## src/rtl/alu_muldiv_if.sv

```systemverilog
// Request/response bundle between the execute stage and the mul/div unit.
// master: issue side (requests, flush, writeback ready).
// slave : the unit (in_ready, out_valid, result, out_tag, busy).
interface alu_muldiv_if #(
  parameter int unsigned XLEN  = 32,
  parameter int unsigned TAG_W = 5
);
  logic             in_valid;
  logic             in_ready;
  logic [2:0]       op;
  logic [XLEN-1:0]  src1_value;
  logic [XLEN-1:0]  src2_value;
  logic [TAG_W-1:0] in_tag;
  logic             flush;
  logic             out_valid;
  logic             out_ready;
  logic [XLEN-1:0]  result;
  logic [TAG_W-1:0] out_tag;
  logic             busy;

  modport master (
    output in_valid, op, src1_value, src2_value, in_tag, flush, out_ready,
    input  in_ready, out_valid, result, out_tag, busy
  );

  modport slave (
    input  in_valid, op, src1_value, src2_value, in_tag, flush, out_ready,
    output in_ready, out_valid, result, out_tag, busy
  );
endinterface

```

## src/rtl/alu_muldiv.sv

```systemverilog
// Iterative RV32M/RV64M multiply/divide unit, one bit per clock.
// Ports: clk, rst_n (async active-low), bus (alu_muldiv_if.slave) carrying
// the in_valid/in_ready request, op/src1/src2/in_tag operands, flush, and the
// out_valid/out_ready result with result/out_tag, plus busy.
module alu_muldiv #(
  parameter int unsigned XLEN  = 32,
  parameter int unsigned TAG_W = 5
) (
  input logic         clk,
  input logic         rst_n,
  alu_muldiv_if.slave bus
);

  localparam int unsigned PW    = 2 * XLEN;
  localparam int unsigned CNT_W = $clog2(XLEN) + 1;
  localparam logic [XLEN-1:0] MIN_NEG = {1'b1, {(XLEN-1){1'b0}}};

  typedef enum logic [1:0] {IDLE, BUSY, DONE} state_t;

  state_t           state;
  logic [2:0]       op_q;
  logic [TAG_W-1:0] tag_q;
  logic             neg_q;
  logic [CNT_W-1:0] cnt;
  logic [XLEN-1:0]  opa;   // |src1|: multiplicand
  logic [XLEN-1:0]  opb;   // |src2|: divisor
  logic [PW-1:0]    prod;  // product; low half doubles as dividend/quotient
  logic [XLEN-1:0]  rem;   // partial remainder

  // Operand decode at accept time
  logic            sgn1, sgn2, neg1, neg2, div_zero, div_ovf, neg_fix;
  logic [XLEN-1:0] abs1, abs2, special_res;

  always_comb begin
    sgn1        = (bus.op == 3'b001) || (bus.op == 3'b010) ||
                  (bus.op == 3'b100) || (bus.op == 3'b110);
    sgn2        = (bus.op == 3'b001) || (bus.op == 3'b100) || (bus.op == 3'b110);
    neg1        = sgn1 & bus.src1_value[XLEN-1];
    neg2        = sgn2 & bus.src2_value[XLEN-1];
    abs1        = neg1 ? (~bus.src1_value + XLEN'(1)) : bus.src1_value;
    abs2        = neg2 ? (~bus.src2_value + XLEN'(1)) : bus.src2_value;
    // Remainder follows the dividend; everything else follows the sign product
    neg_fix     = (bus.op[2] && bus.op[1]) ? neg1 : (neg1 ^ neg2);
    div_zero    = bus.op[2] && (bus.src2_value == '0);
    div_ovf     = bus.op[2] && !bus.op[0] &&
                  (bus.src1_value == MIN_NEG) && (bus.src2_value == '1);
    special_res = div_zero ? (bus.op[1] ? bus.src1_value : '1)
                           : (bus.op[1] ? '0 : bus.src1_value);
  end

  // One iteration of shift-add multiply and restoring divide
  logic [XLEN:0]   mul_sum;
  logic [XLEN:0]   div_shift;
  logic            div_ge;
  logic [XLEN-1:0] div_sub;

  always_comb begin
    mul_sum   = {1'b0, prod[PW-1:XLEN]} + {1'b0, (prod[0] ? opa : '0)};
    div_shift = {rem, prod[XLEN-1]};
    div_ge    = div_shift >= {1'b0, opb};
    div_sub   = XLEN'(div_shift - {1'b0, opb});
  end

  // Final sign fix and result selection
  logic [PW-1:0]   prod_fix;
  logic [XLEN-1:0] div_sel, div_fix, fix_res;

  always_comb begin
    prod_fix = neg_q ? (~prod + PW'(1)) : prod;
    div_sel  = op_q[1] ? rem : prod[XLEN-1:0];
    div_fix  = neg_q ? (~div_sel + XLEN'(1)) : div_sel;
    if (op_q[2])
      fix_res = div_fix;
    else if (op_q[1:0] == 2'b00)
      fix_res = prod_fix[XLEN-1:0];
    else
      fix_res = prod_fix[PW-1:XLEN];
  end

  // Control FSM and datapath registers
  always_ff @(posedge clk or negedge rst_n) begin
    if (!rst_n) begin
      state         <= IDLE;
      bus.in_ready  <= 1'b1;
      bus.out_valid <= 1'b0;
      bus.busy      <= 1'b0;
      bus.result    <= '0;
      bus.out_tag   <= '0;
      op_q          <= '0;
      tag_q         <= '0;
      neg_q         <= 1'b0;
      cnt           <= '0;
      opa           <= '0;
      opb           <= '0;
      prod          <= '0;
      rem           <= '0;
    end else if (bus.flush) begin
      state         <= IDLE;
      bus.in_ready  <= 1'b1;
      bus.out_valid <= 1'b0;
      bus.busy      <= 1'b0;
    end else begin
      case (state)
        IDLE: begin
          if (bus.in_valid) begin
            op_q         <= bus.op;
            tag_q        <= bus.in_tag;
            neg_q        <= neg_fix;
            cnt          <= '0;
            opa          <= abs1;
            opb          <= abs2;
            prod         <= {{XLEN{1'b0}}, (bus.op[2] ? abs1 : abs2)};
            rem          <= '0;
            bus.in_ready <= 1'b0;
            bus.busy     <= 1'b1;
            if (div_zero || div_ovf) begin
              bus.result    <= special_res;
              bus.out_tag   <= bus.in_tag;
              bus.out_valid <= 1'b1;
              state         <= DONE;
            end else begin
              state <= BUSY;
            end
          end
        end
        BUSY: begin
          if (cnt == CNT_W'(XLEN)) begin
            bus.result    <= fix_res;
            bus.out_tag   <= tag_q;
            bus.out_valid <= 1'b1;
            state         <= DONE;
          end else begin
            cnt <= cnt + CNT_W'(1);
            if (op_q[2]) begin
              prod[XLEN-1:0] <= {prod[XLEN-2:0], div_ge};
              rem            <= div_ge ? div_sub : div_shift[XLEN-1:0];
            end else begin
              prod <= {mul_sum, prod[XLEN-1:1]};
            end
          end
        end
        DONE: begin
          if (bus.out_ready) begin
            state         <= IDLE;
            bus.out_valid <= 1'b0;
            bus.busy      <= 1'b0;
            bus.in_ready  <= 1'b1;
          end
        end
        default: state <= IDLE;
      endcase
    end
  end

endmodule
```

## src/flat_wrapper.sv

```systemverilog
// flat-port wrapper written by rule: the top's interface ports become plain ports
module alu_muldiv_flat 
#(
  parameter int unsigned XLEN  = 32,
  parameter int unsigned TAG_W = 5
)
  (clk, rst_n, bus_in_valid, bus_op, bus_src1_value, bus_src2_value, bus_in_tag, bus_flush, bus_out_ready, bus_in_ready, bus_out_valid, bus_result, bus_out_tag, bus_busy);
  alu_muldiv_if #(.XLEN(XLEN), .TAG_W(TAG_W)) bus_i ();
  input logic clk;
  input logic rst_n;
  input wire logic [$bits(bus_i.in_valid)-1:0] bus_in_valid;
  input wire logic [$bits(bus_i.op)-1:0] bus_op;
  input wire logic [$bits(bus_i.src1_value)-1:0] bus_src1_value;
  input wire logic [$bits(bus_i.src2_value)-1:0] bus_src2_value;
  input wire logic [$bits(bus_i.in_tag)-1:0] bus_in_tag;
  input wire logic [$bits(bus_i.flush)-1:0] bus_flush;
  input wire logic [$bits(bus_i.out_ready)-1:0] bus_out_ready;
  output wire logic [$bits(bus_i.in_ready)-1:0] bus_in_ready;
  output wire logic [$bits(bus_i.out_valid)-1:0] bus_out_valid;
  output wire logic [$bits(bus_i.result)-1:0] bus_result;
  output wire logic [$bits(bus_i.out_tag)-1:0] bus_out_tag;
  output wire logic [$bits(bus_i.busy)-1:0] bus_busy;
  assign bus_i.in_valid = bus_in_valid;
  assign bus_i.op = bus_op;
  assign bus_i.src1_value = bus_src1_value;
  assign bus_i.src2_value = bus_src2_value;
  assign bus_i.in_tag = bus_in_tag;
  assign bus_i.flush = bus_flush;
  assign bus_i.out_ready = bus_out_ready;
  assign bus_in_ready = bus_i.in_ready;
  assign bus_out_valid = bus_i.out_valid;
  assign bus_result = bus_i.result;
  assign bus_out_tag = bus_i.out_tag;
  assign bus_busy = bus_i.busy;
  alu_muldiv #(.XLEN(XLEN), .TAG_W(TAG_W)) u_core (.clk(clk), .rst_n(rst_n), .bus(bus_i));
endmodule
```

## config.mk

```make
export PLATFORM = sky130hd
export DESIGN_NAME = alu_muldiv_flat
export DESIGN_NICKNAME = d
export VERILOG_FILES = /design/src/rtl/alu_muldiv_if.sv /design/src/rtl/alu_muldiv.sv /design/src/flat_wrapper.sv
export SDC_FILE = /design/constraint.sdc
export NUM_CORES = 1
export LEC_CHECK = 0
export CAP_MARGIN = 15
export CORE_MARGIN = 2
export CORE_UTILIZATION = 50
export DETAILED_ROUTE_END_ITERATION = 12
export GPL_TIMING_DRIVEN = 0
export PLACE_DENSITY = 0.75
export SYNTH_ARGS = -nofsm -noshare
export SYNTH_HDL_FRONTEND = slang
export SYNTH_SLANG_ARGS = --single-unit
export TNS_END_PERCENT = 10
```

## constraint.sdc

```tcl
create_clock -name clk -period 6.24 [get_ports clk]
set_input_delay 1.248 -clock clk [delete_from_list [all_inputs] [get_ports clk]]
set_output_delay 1.248 -clock clk [all_outputs]
set_load 0.01 [all_outputs]
```

=== Word level (Yosys, flattened, before mapping) ===
Cells that the tools add are included.

* Output and inout bits: 40
* Register bits after elaboration: 217
* Input port bits: 77
* Logic and storage cells: 129

* Muxes and demuxes: 53
* Reduce and logical (&&, ||, !) cells: 26
* Equal/unequal tests: 19
* Bitwise gates (word level): 8
* $lt $le $gt $ge: 1
* Add/subtract/negate cells: 7

{| class="wikitable"
|+ Operator list
! kind !! count
|-
| two-way mux 32 bit || 20
|-
| two-way mux 64 bit || 3
|-
| case mux 32 bit (2 select lines) || 2
|-
| case mux 64 bit (2 select lines) || 1
|-
| adder 32 x 1 -> 32 bit, second input constant || 3
|-
| NOT 32 bit || 3
|-
| adder 64 x 1 -> 64 bit, second input constant || 1
|-
| equality test 32 bit, second input constant || 2
|-
| NOT 64 bit || 1
|-
| adder 32 x 32 -> 33 bit || 1
|-
| >= comparator 33 x 32 -> 1 bit || 1
|-
| zero test 32 bit || 1
|-
| subtractor 32 bit || 1
|-
| AND reduction 5 bit || 4
|-
| two-way mux 5 bit || 3
|-
| two-way mux 6 bit || 2
|-
| case mux 6 bit (2 select lines) || 1
|-
| two-way mux 1 bit || 11
|-
| two-way mux 2 bit || 5
|-
| case mux 5 bit (2 select lines) || 1
|-
| AND reduction 3 bit || 3
|-
| adder 6 x 1 -> 6 bit, second input constant || 1
|-
| equality test 3 bit, second input constant || 2
|-
| equality test 6 bit, second input constant || 1
|-
| 22 further kinds || 40
|}

=== Longest topological paths before layout ===
* Depth in word-level cells: 9
* Gate-level depth with buffers: 15
* Mapped depth without buffers: 13

=== Least setup slack after synthesis ===
Ideal clock, no wire load.

* Path type: reg-to-reg
* Start: register u_core.op_q[1]
* End: register u_core.bus.result[16]
* Setup time: 95 ps
* Path slack: 2455 ps
* Cell stages (with the launch flop): 16
* Data required time: 6145 ps
* Arrival time: 3690 ps
* Path buffers: 5
* Clock period less this slack: 3785 ps
* Path through: dfrtp_1 -> buf_2 -> clkbuf_1 -> buf_1 -> buf_2 -> buf_2 -> mux2i_1 -> ha_1 -> o21ai_0 -> or2_2 -> or4b_1 -> o21ai_1 -> xnor2_1 -> o221ai_1 -> a21oi_1 -> o31ai_1

* Longest elaborated chain between the ends: 7
* Elaborated cells on any way between the ends: 9
* Classes of those cells: add/sub: 1; mux: 6; bitwise: 1; reduce/logical: 1

{| class="wikitable"
|+ Ends and longest elaborated chain
! element !! line !! RTL
|-
| start: declaration || alu_muldiv.sv:21 || <nowiki>logic [2:0] op_q;</nowiki>
|-
| start signal: assignment || alu_muldiv.sv:106 || <nowiki>op_q <= bus.op;</nowiki>
|-
| two-way mux 32 bit || alu_muldiv.sv:70 || <nowiki>div_sel = op_q[1] ? rem : prod[XLEN-1:0];</nowiki>
|-
| NOT 32 bit || alu_muldiv.sv:71 || <nowiki>div_fix = neg_q ? (~div_sel + XLEN'(1)) : div_sel;</nowiki>
|-
| adder 32 x 1 -> 32 bit || alu_muldiv.sv:71 ||
|-
| two-way mux 32 bit || alu_muldiv.sv:71 ||
|-
| two-way mux 32 bit * || alu_muldiv.sv:72 || <nowiki>if (op_q[2])</nowiki>
|-
| two-way mux 32 bit * || alu_muldiv.sv:127 || <nowiki>if (cnt == CNT_W'(XLEN)) begin</nowiki>
|-
| case mux 32 bit (2 select lines) * || alu_muldiv.sv:103 || <nowiki>case (state)</nowiki>
|-
| end signal: assignment || alu_muldiv.sv:117 || <nowiki>bus.result <= special_res;</nowiki>
|-
| end signal: assignment || alu_muldiv.sv:128 || <nowiki>bus.result <= fix_res;</nowiki>
|-
| end: declaration || alu_muldiv_if.sv:28 || <nowiki>output in_ready, out_valid, result, out_tag, busy</nowiki>
|}

Every way passes the cells marked *; elsewhere a longest branch is shown, timed or not. The select of a mux whose other input is x is not followed.
A chain may end at the register's enable or synchronous reset.

=== Worst setup path after layout ===
Ends and elaborated chain as after synthesis.

==> impl_metrics.ini <==
[global_routing]
grt_max_degree = 91
antenna_found_initial = 7
grt.total_usage_pct = 39.5
grt_pass1_wl_mm = 113
grt-ovfl-total = 0
grt_pass1_vias = 17900

[clock_network]
clk_latency_ns = 0.57
cts_root_buffer = clkbuf_16
clk_pin_slew_ns = 0.06
cts_buffers = 25
cts_tree = built
cts_sinks = 217
cts_hold_buffers = 0
cts_resized = 0
cts_buffer_depth = 3
cts_setup_buffers = 0
cts_max_level = 1

[run_status]
outcome = complete, no violations

[timing]
fin_skew_ns = 0.0219
hold_violations = 0
worst_pin_slew_ns = 1.09
maxSlewHeadroom_pct = 27.3
final_max_slew_viol_count = 0
fmax_mhz = 196
min_period_ns = 5.10
rsz0062_at_grt = no
fin_crit_sh_pct = 81.7
setup_tns_ns = 0
finalSetupViolCount = 0

[synthesis]
ys_ff_latch = 217
synth_top_area_share_pct = 29.9
yosysMostFrequentCell = nand2_1
ys.flop_type = dfrtp_1
async_flop_share_pct = 100
avgSynthCellArea_um2 = 7.91
synth_area_mm2 = 0.0181
synthTopCellsByArea = dfrtp_1, o21ai_0, nand2_1
yosysSeqAreaShare_pct = 30.0
yosys.area.top_type = dfrtp_1
synthCells = 2287
synth_edf_count = 0
yosysWarnings = 0
syn-num-nets = 2440
synth.distinct_cells = 83
synth_common_cells = nand2_1, o21ai_0, dfrtp_1, a21oi_1, nor2_1

[power_and_ir_drop]
leakage_nw = 8.74
power_mw = 10.0
vdd_drop_max_v = 0.000296
power_density_mw_per_mm2 = 485

[detailed_routing]
drtAntennaViolNets = 0
routed_wl_mm = 76.2
routed-via-count = 19000
drt-pass1-iter-count = 6
wl_per_cell_um = 26.2
route.detailed.drc = 0
drtIter0Drc = 2173
vias_per_cell = 6.54

[run]
maxCapViolCount = 0

[setup_path]
crit_required_ns = 6.67
crit_path_end_kind = register
r2r_end = u_core.bus.result[16]
path_delay_family = buffers and inverters
r2r-start = u_core.op_q[1]
path_class = reg2reg
rr_worst_depth = 15
startpoint_type = register
crit_arrival_ns = 5.53
crit_buf_inv = 5
cp_slowest_stage_delay_ns = 0.54
cpMostUsedCell = buf_2
rrSetupSlack_ns = 1.14
cp_cell_sequence = buf_2, clkbuf_1, buf_1, buf_2, buf_2, mux2i_1, ha_1, o21ai_0, or2_2, or4b_1, o21ai_1, xnor2_1, o221ai_1, a21oi_1, o31ai_1
crit_slowest_cell = buf_1
crit_fanout = 10

[placed_design]
postPlaceCellArea_mm2 = 0.0199
gp_congestion = 1.03
port_buffers = 113
dp_hpwl_mm = 60.9

[min_path]
hp-start = u_core.bus.result[0]
hold_end = u_core.bus.result[0]
hold_class = reg2reg
worstHoldPathCells = 2

[cells_and_area]
postLayoutCellArea_mm2 = 0.0207
syn_to_final_growth_pct = 14.5
drive_gt1_share_pct = 4.58
nNetsFinal = 2582

[floorplan]
row_count = 69
die_width_um = 194
io_pins = 117
start_util_pct = 50.9
dieArea_mm2 = 0.0377
fp.coreArea_mm2 = 0.0356
die_height_um = 194
per-stage QoR:
step           setup slack, ns  std cells  utilization [%]  hold slack, ns
2_1_floorplan             2.46       2287                -           0.438
3_3_place_gp             -5.31       2861             55.7           0.456
3_5_place_dp              1.11       2863             55.9           0.461
4_1_cts                   1.27       2908             58.3           0.475
5_1_grt                  0.992       2908             58.3           0.500
6_report                  1.14       2909             58.3           0.474
registers in the layout, summed over array words and instances (netlist names):
signal,flops
u_core.tag_q,5
u_core.rem,32
u_core.opb,32
u_core.bus.busy,1
u_core.opa,32
u_core.prod,64
u_core.bus.out_valid,1
u_core.cnt,6
u_core.op_q,3
u_core.neg_q,1
u_core.state,2
u_core.bus.result,32
u_core.bus.out_tag,5
u_core.bus.in_ready,1
cells in the final DEF (no fill, tap or decap), drive strengths merged, types with 30 or more instances in the layout:
master,Yosys,final
nand2,317,317
o21ai,262,262
dfrtp,216,216
a21oi,162,162
nor2,160,160
clkbuf,117,151
clkdlybuf4s50,0,112
xnor2,100,100
xor2,88,88
mux2i,85,85
ha,74,74
inv,68,69
nor3,56,56
and2,45,45
o31ai,42,42
nand3,34,34
a21o,30,30
a211oi,30,30
metal layers:
metal  vias to the layer above  part of all wire (%)  wire length (um)  global-route usage [%]
li1                       8504                     -                 -                       -
met1                      9081                    41             31300                    54.2
met2                      1204                    41             31100                    57.0
met3                       237                    12              9460                    11.7
met4                         6                   5.7              4310                    18.7
met5                         -                 0.053                40                       0
worst reg2reg max path, delay by kind of cell, from the launching register on:
family / cells / cell delay, ns
buffers and inverters: 5 / 2.06
and+or+nand+nor: 2 / 0.89
AOI/OAI and AO/OA: 5 / 0.83
muxes: 1 / 0.35
DFF: 1 / 0.34
adders and majority gates: 1 / 0.32
xor gates and xnor gates: 1 / 0.18
how the worst max path moves through the flow:
stage                                   from                    end  slack, ns  cells after the start
final                         u_core.op_q[1]  u_core.bus.result[16]       1.14                     15
after global routing          u_core.op_q[1]  u_core.bus.result[16]       0.99                     15
after CTS                     u_core.op_q[1]  u_core.bus.result[16]       1.27                     15
after detailed placement  bus_src1_value[14]   u_core.bus.result[2]       1.11                     10
after global placement                 rst_n         u_core.opb[11]      -5.31                      1
after floorplan               u_core.op_q[1]  u_core.bus.result[16]       2.46                     15
cell families after synthesis:
kind of cell               count (synthesis)  share of synthesized area, %
adders and majority gates                100                          6.66
AOI/OAI and AO/OA                        694                          23.6
buffers and inverters                    210                          4.51
and+or+nand+nor                          773                          20.2
xor gates and xnor gates                 188                          9.10
DFF                                      217                          30.0
muxes                                    105                          5.95
power by group:
part | internal (mW) | total, mW | switching [mW]
clock | 0.915 | 1.56 | 0.649
combinational | 2.09 | 6.02 | 3.93
sequential | 1.95 | 2.46 | 0.514
final cells by class:
cell class / count / area (um^2)
clock inverters: 11 / 158
multi-input cells: 1860 / 11900
inverters: 71 / 267
flip-flops and latches: 217 / 5430
well taps: 461 / 577
clock buffers: 34 / 699
plain buffers: 139 / 549
repair buffers: 115 / 1190
diodes: 1 / 2.50
fillers: 3335 / 14800
Power figures use the tool's default switching activity.
